### src/rtl/sw_step_iface.sv
// Board switch/key front end: synchronises and debounces a push-button into a
// one-cycle step pulse and captures control or lane data from the switches on that step.
module sw_step_iface #(
   parameter int unsigned DATA_W     = 16,
   parameter int unsigned LANE_W     = 8,
   parameter int unsigned CTRL_W     = 9,
   parameter int unsigned DEB_CYCLES = 50000,
   localparam int unsigned LANES     = DATA_W / LANE_W,
   localparam int unsigned LIW       = (LANES > 1) ? $clog2(LANES) : 1
) (
   input  logic              clk,
   input  logic              reset_n,
   input  logic              key_n,
   input  logic [CTRL_W:0]   sw,
   output logic              step_out,
   output logic [DATA_W-1:0] data_out,
   output logic [CTRL_W-1:0] ctrl_out,
   output logic [LIW-1:0]    lane_idx,
   output logic [CTRL_W-1:0] led_out
);

   localparam int unsigned CNT_W = $clog2(DEB_CYCLES);

   logic              key_s1, key_s2;
   logic [CTRL_W:0]   sw_s1, sw_s2;
   logic              stable;
   logic [CNT_W-1:0]  cnt;
   logic              mode;
   logic [LANE_W-1:0] lane_val;

   assign mode = sw_s2[CTRL_W];

   // Synchronisers, debounce counter, press detection and capture.
   always_ff @(posedge clk) begin
      if (!reset_n) begin
         key_s1   <= 1'b1;
         key_s2   <= 1'b1;
         sw_s1    <= '0;
         sw_s2    <= '0;
         stable   <= 1'b1;
         cnt      <= '0;
         step_out <= 1'b0;
         data_out <= '0;
         ctrl_out <= '0;
         lane_idx <= '0;
      end else begin
         key_s1   <= key_n;
         key_s2   <= key_s1;
         sw_s1    <= sw;
         sw_s2    <= sw_s1;
         step_out <= 1'b0;
         if (key_s2 == stable) begin
            cnt <= '0;
         end else if (cnt == CNT_W'(DEB_CYCLES - 1)) begin
            stable <= key_s2;
            cnt    <= '0;
            // key_s2 differs from stable, so a low level here is a 1->0 press
            if (!key_s2) begin
               step_out <= 1'b1;
               if (mode) begin
                  for (int unsigned i = 0; i < LANES; i++) begin
                     if (lane_idx == LIW'(i))
                        data_out[i*LANE_W +: LANE_W] <= sw_s2[LANE_W-1:0];
                  end
                  lane_idx <= (lane_idx == LIW'(LANES - 1)) ? '0 : lane_idx + LIW'(1);
               end else begin
                  ctrl_out <= sw_s2[CTRL_W-1:0];
                  lane_idx <= '0;
               end
            end
         end else begin
            cnt <= cnt + CNT_W'(1);
         end
      end
   end

   // Status display: control word while entering data, current lane otherwise.
   always_comb begin
      lane_val = '0;
      for (int unsigned i = 0; i < LANES; i++) begin
         if (lane_idx == LIW'(i))
            lane_val = data_out[i*LANE_W +: LANE_W];
      end
      led_out = mode ? ctrl_out : CTRL_W'(lane_val);
   end

endmodule

### config.mk
export PLATFORM = sky130hd
export DESIGN_NAME = sw_step_iface
export DESIGN_NICKNAME = d
export VERILOG_FILES = /design/src/rtl/sw_step_iface.sv
export SDC_FILE = /design/constraint.sdc
export NUM_CORES = 1
export LEC_CHECK = 0
export BUFFER_PORTS_ARGS = -buffer_cell sky130_fd_sc_hd__buf_2
export CORE_MARGIN = 2
export CORE_UTILIZATION = 25
export CTS_BUF_LIST = sky130_fd_sc_hd__clkbuf_4 sky130_fd_sc_hd__clkbuf_8 sky130_fd_sc_hd__clkbuf_16
export DETAILED_ROUTE_END_ITERATION = 6
export PLACE_DENSITY_LB_ADDON = 0.1
export SLEW_MARGIN = 20
export SYNTH_ARGS = -nofsm -noshare
export SYNTH_HDL_FRONTEND = slang
export SYNTH_SLANG_ARGS = --single-unit
### constraint.sdc
create_clock -name clk -period 2.3 [get_ports clk]
set_clock_uncertainty 0.2 [all_clocks]
set_input_delay 0.115 -clock clk [delete_from_list [all_inputs] [get_ports clk]]
set_output_delay 0.115 -clock clk [all_outputs]
set_load 0.005 [all_outputs]
==> impl_summary.md, run 1 <==
Clock network
The tree is rooted in a sky130_fd_sc_hd__clkbuf_8. The total number of clock tree sinks is 66. The number of setup buffers added after CTS is 0. The clock transition at the register clock pins on the worst setup and hold paths after CTS is 70 ps. The number of clock buffers inserted by TritonCTS is 9. The clock passes through at most 2 buffers. The H-tree depth reported by CTS is 3. TritonCTS built the clock tree. Clock latency on the worst-skew pair, taken at its later pin, is 340 ps.

Synthesis
The number of synthesized register bits is 66. After synthesis, the most frequently instantiated cells are sky130_fd_sc_hd__dfxtp_1 (66), sky130_fd_sc_hd__nand2_1 (47), sky130_fd_sc_hd__mux2i_1 (33), sky130_fd_sc_hd__and2_1 (21), sky130_fd_sc_hd__nor2_1 (20). Of the post-synthesis cell area, the dominant cell type holds 0.5129. The area of the mapped netlist is 2576 um2. The prevailing post-synth register cell is sky130_fd_sc_hd__dfxtp_1. The number of warning messages in the yosys log is 0. Sorting the synthesized cells by area gives the leading types as sky130_fd_sc_hd__dfxtp_1 (51%), sky130_fd_sc_hd__mux2i_1 (13%), sky130_fd_sc_hd__nand2_1 (6.8%), sky130_fd_sc_hd__and2_1 (5.1%), sky130_fd_sc_hd__xnor2_1 (4.1%). After technology mapping, the gate count stands at 266. The synthesized netlist contains 33 unique library cells. The biggest area consumer among synthesized cells is sky130_fd_sc_hd__dfxtp_1. The sequential fraction of the synthesis area is 0.5129. The most common cell in the synthesized netlist is sky130_fd_sc_hd__dfxtp_1. Counting flops with a built-in enable in the synthesized netlist gives 0. After synthesis, the mean cell area works out to 9.685 um2. For this run, asynchronously set or reset flops after synthesis account for 0. The total nets after synthesis is 281.

Critical path
The delay of the slowest cell on the worst path is 620 ps. The startpoint of the worst register-to-register path is cnt[0]$_SDFF_PP0_. The worst endpoint data arrival time is 2150 ps. The endpoint of the worst-slack reg-to-reg timing path is data_out[0]$_SDFFE_PN0P_. The sort of element at the start of the critical path is a flip-flop.

The flop-to-flop setup slack is 180 ps. The type of the worst setup path is flip-flop to flip-flop. Traced cell by cell, the critical path runs through ha_1 -> and3_1 -> nand3b_4 -> or4_4 -> mux2i_1. The largest fanout of any net on the critical path is 8. The worst setup path is captured at a flip-flop. The critical-path cell with the highest stage delay is sky130_fd_sc_hd__or4_4. STA puts the critical path data required time at 2330 ps. The depth of the most critical reg-to-reg path is 5.

Power
Across the VDD grid, the largest voltage drop is 258.1 uV. The static leakage power is 1.348 nW. After layout, the design draws a total of 2.230 mW. The part of the total power dissipated in sequential elements is 0.522. In this run the power density over the cells is 668.0 nW/um2. The combinational cell fraction of total power is 0.032.

The part of the power in the clock network is 0.445. Of the total power, the share spent switching nets is 0.2256. The internal cell power is 1.727 mW. The net switching component of the power is 0.5030 mW.

Die
The initial cell density of the core is 0.2529. The initialized floorplan defines 37 standard-cell rows. The number of top-level pins is 49.

The die covers 11130 um2. The region available for standard cell placement spans 10180 um2. The die width is 105.5 um.

The y dimension of the die is 105.5 um.

Finish
The final standard cell count with taps included and fillers excluded is 475. Summing all multi-input logic gate instances after layout gives 1186 um2. The number of nets in the layout is 349. The number of antenna cells inserted is 0. The fraction of layout instances using a drive strength above 1 is 0.2389. Fill cells in the final layout number 1081.

The growth of design area from synthesis to finish is 29.58%. Registers take 1321 um2. The post-route cell area is 3338 um2.

Placement
The placement-stage cell area is 3024 um2. At the end of routability-driven placement, the weighted congestion stood at 0.7678. The quantity of I/O buffers inserted on ports is 48.

In this run, placement finished with an instance count of 448. The total half-perimeter wirelength after legalization and detailed placement is 4.067 mm.

STA
The measured slew at the worst slew-check pin is 582.5 ps. Static timing analysis puts the maximum clock frequency at 470.6 MHz. Setup total negative slack on the finished layout was measured at 0 ps. The worst-case hold slack is 58.90 ps. The post-route minimum period is 2125 ps. The final setup violation count is 0.

The final count of hold timing violations is 0. The total count of max-transition violations in the final report came to 0. The headroom to the max-slew limit is 0.6117. Setup repair after global routing left no endpoint under its margin. The share of the clock period used by the worst path after layout is 0.9239.

GRT
For this run, the total global-route usage over all layers was measured as 0.1111. The first global-routing pass estimated 9.480 mm of wire. The via count of the first global-routing pass is 1809.

The maximum number of pins on one net before global-route repair is 31. The initial antenna violation count came to 0. The leftover overflow at the end of global routing is 0.

Worst hold path
The tightest min-delay check is of the input pin to flip-flop type. The launch instance of the worst min-delay path is reset_n. Along the worst hold path, the cell count comes to 2. The worst hold path endpoint is stable$_SDFFE_PN1P_.

Drt
The detail-routed via count per cell is 4.097. The total number of vias is 1946. For this block, the routed nets add up to 5.780 mm of wire. In the routed design, unresolved DRC markers number 0. Dividing the detail-routed wire length by the instance count gives 12.17 um.

The first routing iteration left 78 violations. The pre-antenna-repair detailed-routing pass consisted of 4 iterations. Once detail routing completed, the nets flagged for antenna violations numbered 0.

Run status
The flow ran to the end, and the final reports show no timing, DRC or antenna violations.

Run
The number of maximum-capacitance violations is 0.
[registers in the layout, summed over array words and instances (netlist names)]
| signal | flops |
|---|---|
| step_out | 1 |
| stable | 1 |
| key_s1 | 1 |
| data_out | 16 |
| sw_s2 | 10 |
| lane_idx | 1 |
| cnt | 16 |
| sw_s1 | 10 |
| key_s2 | 1 |
| ctrl_out | 9 |
[per-stage QoR]
| step | worst slack, ps | utilization |
|---|---|---|
| finish | 175.1 | 0.3278 |
| floorplan | 301.3 | - |
| global route | 85.83 | 0.3278 |
| global placement | 212.1 | 0.2969 |
| detailed placement | 183.1 | 0.2969 |
| CTS | 161.2 | 0.3278 |
[layout make-up]
type,instances,area share
Clock inverter,6,0.01987
Sequential cell,66,0.3958
Tap cell,136,0.05097
Multi-Input combinational cell,183,0.3553
Inverter,5,0.005622
Timing Repair Buffer,69,0.1312
Clock buffer,10,0.04123
[cell families (layout without fill, tap and decap cells)]
family	Yosys count	in the layout	share of synthesized area
flops	66	66	0.5129
xor+xnor	14	14	0.04760
fa+ha+maj	2	2	0.009712
simple gates	122	122	0.2462
compound gates	12	12	0.02671
buf+inv	17	90	0.02865
mux	33	33	0.1282
[metal layers]
metal,track usage,part of all wire,up-vias
met5,0,0,-
met4,0.06203,0.024,0
met3,0.03030,0.040,12
met2,0.1475,0.39,37
met1,0.1597,0.54,877
li1,-,-,1020
[what timing repair did]
action                    in CTS  in global routing
hold buffers                  11                  0
gates resized for setup        0                  0
hold endpoints to repair      11                  0
[worst max-delay path: cells and delay by family (launching register included)]
kind                     cells  cell delay (ps)
AND/OR/NAND/NOR              3             1050
flip-flops                   1              370
adder cells (fa/ha/maj)      1              230
multiplexers                 1              160
[placed cells by master, fill, tap and decap left out, types with 6 or more instances in the layout]
master and instances:
sky130_fd_sc_hd__nand3_1 6, sky130_fd_sc_hd__buf_2 48, sky130_fd_sc_hd__and2_1 21, sky130_fd_sc_hd__buf_4 9
sky130_fd_sc_hd__clkbuf_8 10, sky130_fd_sc_hd__nand2_1 47, sky130_fd_sc_hd__dlygate4sd3_1 11, sky130_fd_sc_hd__dfxtp_1 66
sky130_fd_sc_hd__nor2_1 20, sky130_fd_sc_hd__mux2i_1 33, sky130_fd_sc_hd__o21ai_0 8, sky130_fd_sc_hd__xnor2_1 12
[power by group through the flow]
| stage | registers [mW] | logic, mW | clock network (mW) |
|---|---|---|---|
| 2_1_floorplan | 1.19 | 0.0337 | 0 |
| 3_3_place_gp | 1.19 | 0.0600 | 0 |
| 3_5_place_dp | 1.19 | 0.0598 | 0 |
| 4_1_cts | 1.16 | 0.0740 | 1.03 |
| 5_1_grt | 1.17 | 0.0813 | 1.08 |
| 6_report | 1.16 | 0.0724 | 0.993 |
[worst max-delay path by stage]
stage	from	endpoint	slack, ps	cells past startpoint
4_1_cts	cnt[0]$_SDFF_PP0_	data_out[0]$_SDFFE_PN0P_	160	5
3_3_place_gp	cnt[0]$_SDFF_PP0_	data_out[7]$_SDFFE_PN0P_	210	5
5_1_grt	cnt[0]$_SDFF_PP0_	data_out[4]$_SDFFE_PN0P_	90	5
6_report	cnt[0]$_SDFF_PP0_	data_out[0]$_SDFFE_PN0P_	180	5
2_1_floorplan	cnt[0]$_SDFF_PP0_	data_out[0]$_SDFFE_PN0P_	300	6
3_5_place_dp	cnt[0]$_SDFF_PP0_	data_out[0]$_SDFFE_PN0P_	180	5
(Power assumes the default switching activity.)
==> inputs of run 2 (changes only) <==
--- a/config.mk
+++ b/config.mk
@@ -5,11 +5,11 @@
 export SDC_FILE = /design/constraint.sdc
 export NUM_CORES = 1
 export LEC_CHECK = 0
-export BUFFER_PORTS_ARGS = -buffer_cell sky130_fd_sc_hd__buf_2
 export CORE_MARGIN = 2
 export CORE_UTILIZATION = 25
 export CTS_BUF_LIST = sky130_fd_sc_hd__clkbuf_4 sky130_fd_sc_hd__clkbuf_8 sky130_fd_sc_hd__clkbuf_16
 export DETAILED_ROUTE_END_ITERATION = 6
+export DONT_BUFFER_PORTS = 1
 export PLACE_DENSITY_LB_ADDON = 0.1
 export SLEW_MARGIN = 20
 export SYNTH_ARGS = -nofsm -noshare
==> impl_summary.md, run 2 (synthesis gave the netlist of run 1 again) <==
Run status
The run finished with clean final reports.

Power
The maximum vdd ir drop is 191.9 uV (-26%). The part of the total power dissipated in sequential elements is 0.556 (+0.034). The overall power after layout came to 2.095 mW (-6.0%). The static leakage power is 1.080 nW (-20%). The net switching component of the power was 0.4776 mW (-5.0%). The combinational cell fraction of total power came to 0.030 (-0.002). The internal cell power came to 1.618 mW (-6.3%). The power density over the cells is 687.2 nW/um2 (+2.9%). The part of the power in the clock network is 0.414 (-0.031). The fraction of power spent switching nets was 0.2279 (+0.002384).

GRT
The initial antenna violation count is 0 (unchanged). The leftover overflow at the end of global routing came to 0 (unchanged). The maximum number of pins on one net before global-route repair is 60 (+94%). The wire length of the first global-routing pass is 8.763 mm (-7.6%).

The via count of the first global-routing pass came to 1601 (-11%). The global routing usage summed across all routing layers came to 0.1041 (-0.007014).

Critical path
The worst register-to-register path ends at data_out[0]$_SDFFE_PN0P_. The flop-to-flop setup slack is 180 ps (about the same). The critical path capture point type is a flip-flop.

The depth of the most critical reg-to-reg path is 5 (unchanged). The type of the worst setup path is flip-flop to flip-flop. The required arrival time at the worst endpoint is 2320 ps (about the same).

The largest fanout of any net on the critical path was 8 (unchanged). The worst endpoint data arrival time is 2140 ps (about the same). The signal on the critical path passes through ha_1 -> and3_1 -> nand3b_4 -> or4_4 -> mux2i_1.

The worst setup path is launched from a flip-flop. Among all stages on the critical path, the largest delay is contributed by sky130_fd_sc_hd__or4_4. The delay of the slowest cell on the worst path is 610 ps (about the same). The startpoint of the worst register-to-register path is cnt[0]$_SDFF_PP0_.

Worst hold path
The worst hold path belongs to the class input pin to flip-flop. The worst hold path terminates at cnt[1]$_SDFF_PP0_. The worst hold path begins at reset_n.

The instance count along the most critical hold path is 4 (+2).

Clock network
The clock latency at the later pin of the worst-skew pair came to 340 ps (about the same). The clock transition at the register clock pins on the worst setup and hold paths after CTS is 70 ps (about the same). The number of setup buffers added after CTS came to 0 (unchanged). Clock tree synthesis selected as its root buffer the cell sky130_fd_sc_hd__clkbuf_8. The maximum clock path buffer count came to 2 (unchanged). The count of instances resized after the clock tree is built came to 0 (unchanged).

The number of clock buffers inserted by TritonCTS was 9 (unchanged). The hold buffer count at cts is 13 (+2). The H-tree depth reported by CTS came to 3 (unchanged). The CTS tree is yes.

The total number of clock tree sinks is 66 (unchanged).

Die
The y dimension of the die is 105.5 um (unchanged). The die width is 105.5 um (unchanged). The area of the placeable core is 10180 um2 (unchanged). The number of top-level pins came to 49 (unchanged).

The cell row count is 37 (unchanged). The initial cell density of the core is 0.2529 (unchanged). The overall die area is 11130 um2 (unchanged).

Drt
The post-detailed-route DRC marker count is 0 (unchanged). The total number of vias is 1737 (-11%). The post-detailed-route count of antenna-violating nets is 0 (unchanged). The initial detailed-routing violation count came to 85 (+9.0%).

The total wire length is 5.596 mm (-3.2%). The number of iterations in the first detailed-routing pass is 4 (unchanged). The detail-routed via count per cell is 4.097 (about the same). The routed length per placed instance is 13.20 um (+8.5%).

STA
The top achievable clock speed was 470.8 MHz (about the same). The share of the clock period used by the worst path after layout is 0.9235 (about the same). The measured slew at the worst slew-check pin is 402.2 ps (-180.3 ps).

The final count of hold timing violations came to 0 (unchanged). Setup repair after global routing left no endpoint under its margin. The post-route minimum period is 2124 ps (-0.8920 ps). The headroom to the max-slew limit came to 0.7311 (+0.1194). The total negative slack was 0 ps (unchanged). The final setup violation count is 0 (unchanged). The total count of max-transition violations in the final report is 0 (unchanged).

Finish
The number of nets in the layout is 298 (-15%). The final standard cell count with taps included and fillers excluded is 424 (-11%). The growth of design area from synthesis to finish is 18.36%. The commonest non-fill, non-tap cell in the layout is sky130_fd_sc_hd__dfxtp_1. The largest registers in the layout are cnt: 16 flops, data_out: 16 flops.

The number of antenna cells inserted is 0 (unchanged). The post-route cell area is 3049 um2 (-8.7%). In the layout the commonest cells are sky130_fd_sc_hd__dfxtp_1 (66), sky130_fd_sc_hd__nand2_1 (47), sky130_fd_sc_hd__mux2i_1 (33). The fraction of layout instances using a drive strength above 1 is 0.1007 (-0.1382).

Run
The number of maximum-capacitance violations is 0 (unchanged).

Placement
The total half-perimeter wirelength after legalization and detailed placement came to 3.728 mm (-8.3%). The final weighted congestion of routability-driven global placement is 0.7612 (-0.86%). The placed cell count came to 395 (-12%).

The quantity of I/O buffers inserted on ports is 0 (-100%). The placement-stage cell area was 2734 um2 (-9.6%).
## run 2: worst max-delay path, delay by kind of cell (launching register included)
| kind | cells | cell delay [ps] |
|---|---|---|
| mux | 1 | 150 |
| simple gates | 3 | 1030 |
| flops | 1 | 370 |
| fa+ha+maj | 1 | 240 |
## run 2: per-layer routing
layer  part of all wire  GRT usage  up-vias
met2               0.40     0.1346       43
met4              0.027    0.05921        0
li1                   -          -      915
met3              0.049    0.03340       12
met1               0.53     0.1491      767
met5                  0          0        -
## run 2: layout make-up
class                   count  area (um2)
clock buffers              11       145.1
clock inverters             5       30.03
fillers                  1097        7136
inverters                   5       18.77
multi-input cells         183        1186
flip-flops and latches     66        1321
well taps                 136       170.2
repair buffers             18       177.7
## run 2: how the worst max path moves through the flow
stage	end	slack, ps	from
3_5_place_dp	data_out[0]$_SDFFE_PN0P_	180	cnt[0]$_SDFF_PP0_
4_1_cts	data_out[0]$_SDFFE_PN0P_	160	cnt[0]$_SDFF_PP0_
3_3_place_gp	data_out[7]$_SDFFE_PN0P_	210	cnt[0]$_SDFF_PP0_
5_1_grt	data_out[3]$_SDFFE_PN0P_	40	cnt[0]$_SDFF_PP0_
2_1_floorplan	data_out[0]$_SDFFE_PN0P_	300	cnt[0]$_SDFF_PP0_
6_report	data_out[0]$_SDFFE_PN0P_	180	cnt[0]$_SDFF_PP0_
## run 2: power groups by stage
stage          clock, mW  combinational (mW)  sequential (mW)
5_1_grt            0.951              0.0698             1.17
2_1_floorplan          0              0.0337             1.19
3_3_place_gp           0              0.0301             1.19
6_report           0.867              0.0628             1.17
4_1_cts            0.903              0.0648             1.17
3_5_place_dp           0              0.0298             1.19
## run 2: per-stage QoR
stage / util / setup WS, ps / hold WS [ps]
6_report: 0.2994 / 176.0 / 53.88
5_1_grt: 0.2994 / 43.93 / 77.66
4_1_cts: 0.2994 / 161.8 / 46.75
3_5_place_dp: 0.2684 / 181.9 / 15.47
3_3_place_gp: 0.2684 / 209.4 / 10.70
2_1_floorplan: - / 301.3 / 16.47
==> inputs of run 3 (changes only) <==
--- a/config.mk
+++ b/config.mk
@@ -5,7 +5,7 @@
 export SDC_FILE = /design/constraint.sdc
 export NUM_CORES = 1
 export LEC_CHECK = 0
-export CORE_MARGIN = 2
+export CORE_MARGIN = 4
 export CORE_UTILIZATION = 25
 export CTS_BUF_LIST = sky130_fd_sc_hd__clkbuf_4 sky130_fd_sc_hd__clkbuf_8 sky130_fd_sc_hd__clkbuf_16
 export DETAILED_ROUTE_END_ITERATION = 6
==> impl_summary.md, run 3 (synthesis gave the netlist of run 1 again) <==
Run status
The flow ran to the end, and the final reports show no timing, DRC or antenna violations.

Power
The power density over the cells is 774.6 nW/um2 (+13%). The part of the total power dissipated in sequential elements is 0.483 (-0.073). The part of the power in the clock network is 0.491 (+0.077). The static leakage power was 1.111 nW (+2.9%). The fraction of power spent switching nets is 0.2019 (-0.02600). The net switching component of the power is 0.4875 mW (+2.1%). The overall power after layout is 2.414 mW (+15%). The internal cell power is 1.927 mW (+19%). The combinational cell fraction of total power was 0.026 (-0.004). The maximum vdd ir drop was 263.9 uV (+37%).

Die
The die width is 109.5 um (+3.8%). The overall die area is 11990 um2 (+7.7%). The y dimension of the die is 109.5 um (+3.8%). The cell row count came to 36 (-2.7%). The number of top-level pins is 49 (unchanged). The initial cell density of the core is 0.2600 (+0.007026). The area of the placeable core was 9910 um2 (-2.7%).

STA
The total count of max-transition violations in the final report is 0 (unchanged). The share of the clock period used by the worst path after layout came to 0.9224 (-0.001116). The post-route minimum period was 2121 ps (-2.566 ps). The total negative slack is 0 ps (unchanged). The final setup violation count was 0 (unchanged). The final count of hold timing violations is 0 (unchanged). The top achievable clock speed is 471.4 MHz (+0.12%).

The measured slew at the worst slew-check pin is 394.9 ps (-7.330 ps). Setup repair after global routing left no endpoint under its margin. The headroom to the max-slew limit is 0.7360 (+0.004901).

Finish
The number of nets in the layout is 298 (unchanged). Compared with the post-synthesis result, the final layout area differs by 20.98%. The largest registers in the layout are cnt: 16 flops, data_out: 16 flops. The fraction of layout instances using a drive strength above 1 is 0.1007 (unchanged). Leaving out fill and tap cells, the most frequent cells in the layout are sky130_fd_sc_hd__dfxtp_1 (66), sky130_fd_sc_hd__nand2_1 (47), sky130_fd_sc_hd__mux2i_1 (33). The commonest non-fill, non-tap cell in the layout is sky130_fd_sc_hd__dfxtp_1. The number of antenna cells inserted is 0 (unchanged).

Critical path
The critical path capture point type is a flip-flop. The delay of the slowest cell on the worst path is 610 ps (about the same). The worst endpoint data arrival time is 2140 ps (about the same). The worst setup path is launched from a flip-flop. The largest fanout of any net on the critical path is 8 (unchanged). The type of the worst setup path is flip-flop to flip-flop. For this design, the slowest cell found on the critical path is sky130_fd_sc_hd__or4_4.

Traced cell by cell, the critical path runs through ha_1 -> and3_1 -> nand3b_4 -> or4_4 -> mux2i_1. The required arrival time at the worst endpoint is 2320 ps (about the same).

Drt
The post-detailed-route count of antenna-violating nets is 0 (unchanged). The total wire length is 5.651 mm (+0.98%). The detail-routed via count per cell is 4.131 (+0.83%). The number of iterations in the first detailed-routing pass is 4 (unchanged). The post-detailed-route DRC marker count is 0 (unchanged). The initial detailed-routing violation count came to 54 (-36%). The total number of vias is 1739 (+0.12%). The routed length per placed instance is 13.42 um (+1.7%).

Clock network
The count of instances resized after the clock tree is built is 0 (unchanged). The CTS tree is yes. The number of clock buffers inserted by TritonCTS came to 9 (unchanged). The clock latency at the later pin of the worst-skew pair is 330 ps (about the same). The number of setup buffers added after CTS was 0 (unchanged). The total number of clock tree sinks came to 66 (unchanged). The maximum clock path buffer count was 2 (unchanged). The CTS root buffer is sky130_fd_sc_hd__clkbuf_8.

The H-tree depth reported by CTS is 3 (unchanged). The clock transition at the register clock pins on the worst setup and hold paths after CTS is 70 ps (about the same).

Placement
The quantity of I/O buffers inserted on ports is 0 (unchanged). The total half-perimeter wirelength after legalization and detailed placement is 3.779 mm (+1.4%). The final weighted congestion of routability-driven global placement is 0.6946 (-8.7%).

GRT
The global routing usage summed across all routing layers is 0.09832 (-0.005802). The maximum number of pins on one net before global-route repair is 60 (unchanged). The wire length of the first global-routing pass is 8.783 mm (+0.23%). The leftover overflow at the end of global routing is 0 (unchanged). The via count of the first global-routing pass came to 1631 (+1.9%).

The initial antenna violation count came to 0 (unchanged).

Worst hold path
In this run the worst hold path is classified as input pin to flip-flop.

Run
The number of maximum-capacitance violations is 0 (unchanged).
==> run 3: cell types whose count changed in the layout (fill, tap and decap cells not counted), sizes merged <==
cell / previous run / this run
bufinv: 0 / 3
clkbuf: 11 / 10
clkinv: 3 / 2
clkinvlp: 2 / 1
==> run 3: area by class of cell <==
type / count / area [um2]
Fill cell: 1031 / 6793
Sequential cell: 66 / 1321
Multi-Input combinational cell: 183 / 1186
Timing Repair Buffer: 18 / 177.7
Tap cell: 133 / 166.4
Clock buffer: 10 / 131.4
Clock inverter: 6 / 115.1
Inverter: 5 / 18.77
==> run 3: path summary, 6_finish.rpt <==
path                                         from                       end  slack (ps)  cells past startpoint
worst min register to register  key_s1$_SDFF_PN1_         key_s2$_SDFF_PN1_         210                      1
worst min-delay path                      reset_n         cnt[1]$_SDFF_PP0_          70                      4
worst max-delay path            cnt[0]$_SDFF_PP0_  data_out[5]$_SDFFE_PN0P_         180                      5
worst max register to register  cnt[0]$_SDFF_PP0_  data_out[5]$_SDFFE_PN0P_         180                      5
==> run 3: metal layers <==
metal | wire length, um | global-route usage
met5 | 0 | 0
met1 | 2956 | 0.1403
met2 | 2255 | 0.1303
met3 | 364 | 0.03641
met4 | 74 | 0.04274
==> run 3: per-stage QoR <==
| step | instances | hold slack (ps) | setup slack, ps | instance area [um2] | util |
|---|---|---|---|---|---|
| floorplan | 266 | 16.47 | 301.3 | 2576 | - |
| global placement | 392 | -6.675 | 204.4 | 2730 | 0.2755 |
| detailed placement | 392 | 0.8841 | 180.4 | 2730 | 0.2755 |
| CTS | 421 | 55.82 | 173.4 | 3117 | 0.3145 |
| global route | 421 | 75.39 | 45.83 | 3117 | 0.3145 |
| finish | 421 | 74.15 | 178.5 | 3117 | 0.3145 |
==> run 3: critical path: cells and delay by family, from the launching register on <==
kind / cells / cell delay [ps]
AND/OR/NAND/NOR: 3 / 1040
flip-flops: 1 / 370
adder cells (fa/ha/maj): 1 / 240
multiplexers: 1 / 150
==> run 3: repair_timing <==
| item | CTS | global route |
|---|---|---|
| setup endpoints to repair | 0 | 0 |
| endpoints found under the hold margin | 50 | 0 |
| hold buffers | 13 | 0 |
==> run 3: power by group through the flow <==
stage | Clock, mW | Combinational (mW) | Sequential, mW
after global placement | 0 | 0.0303 | 1.19
after detailed placement | 0 | 0.0303 | 1.19
after CTS | 1.23 | 0.0647 | 1.17
after floorplan | 0 | 0.0337 | 1.19
final | 1.19 | 0.0629 | 1.17
after global routing | 1.28 | 0.0704 | 1.17
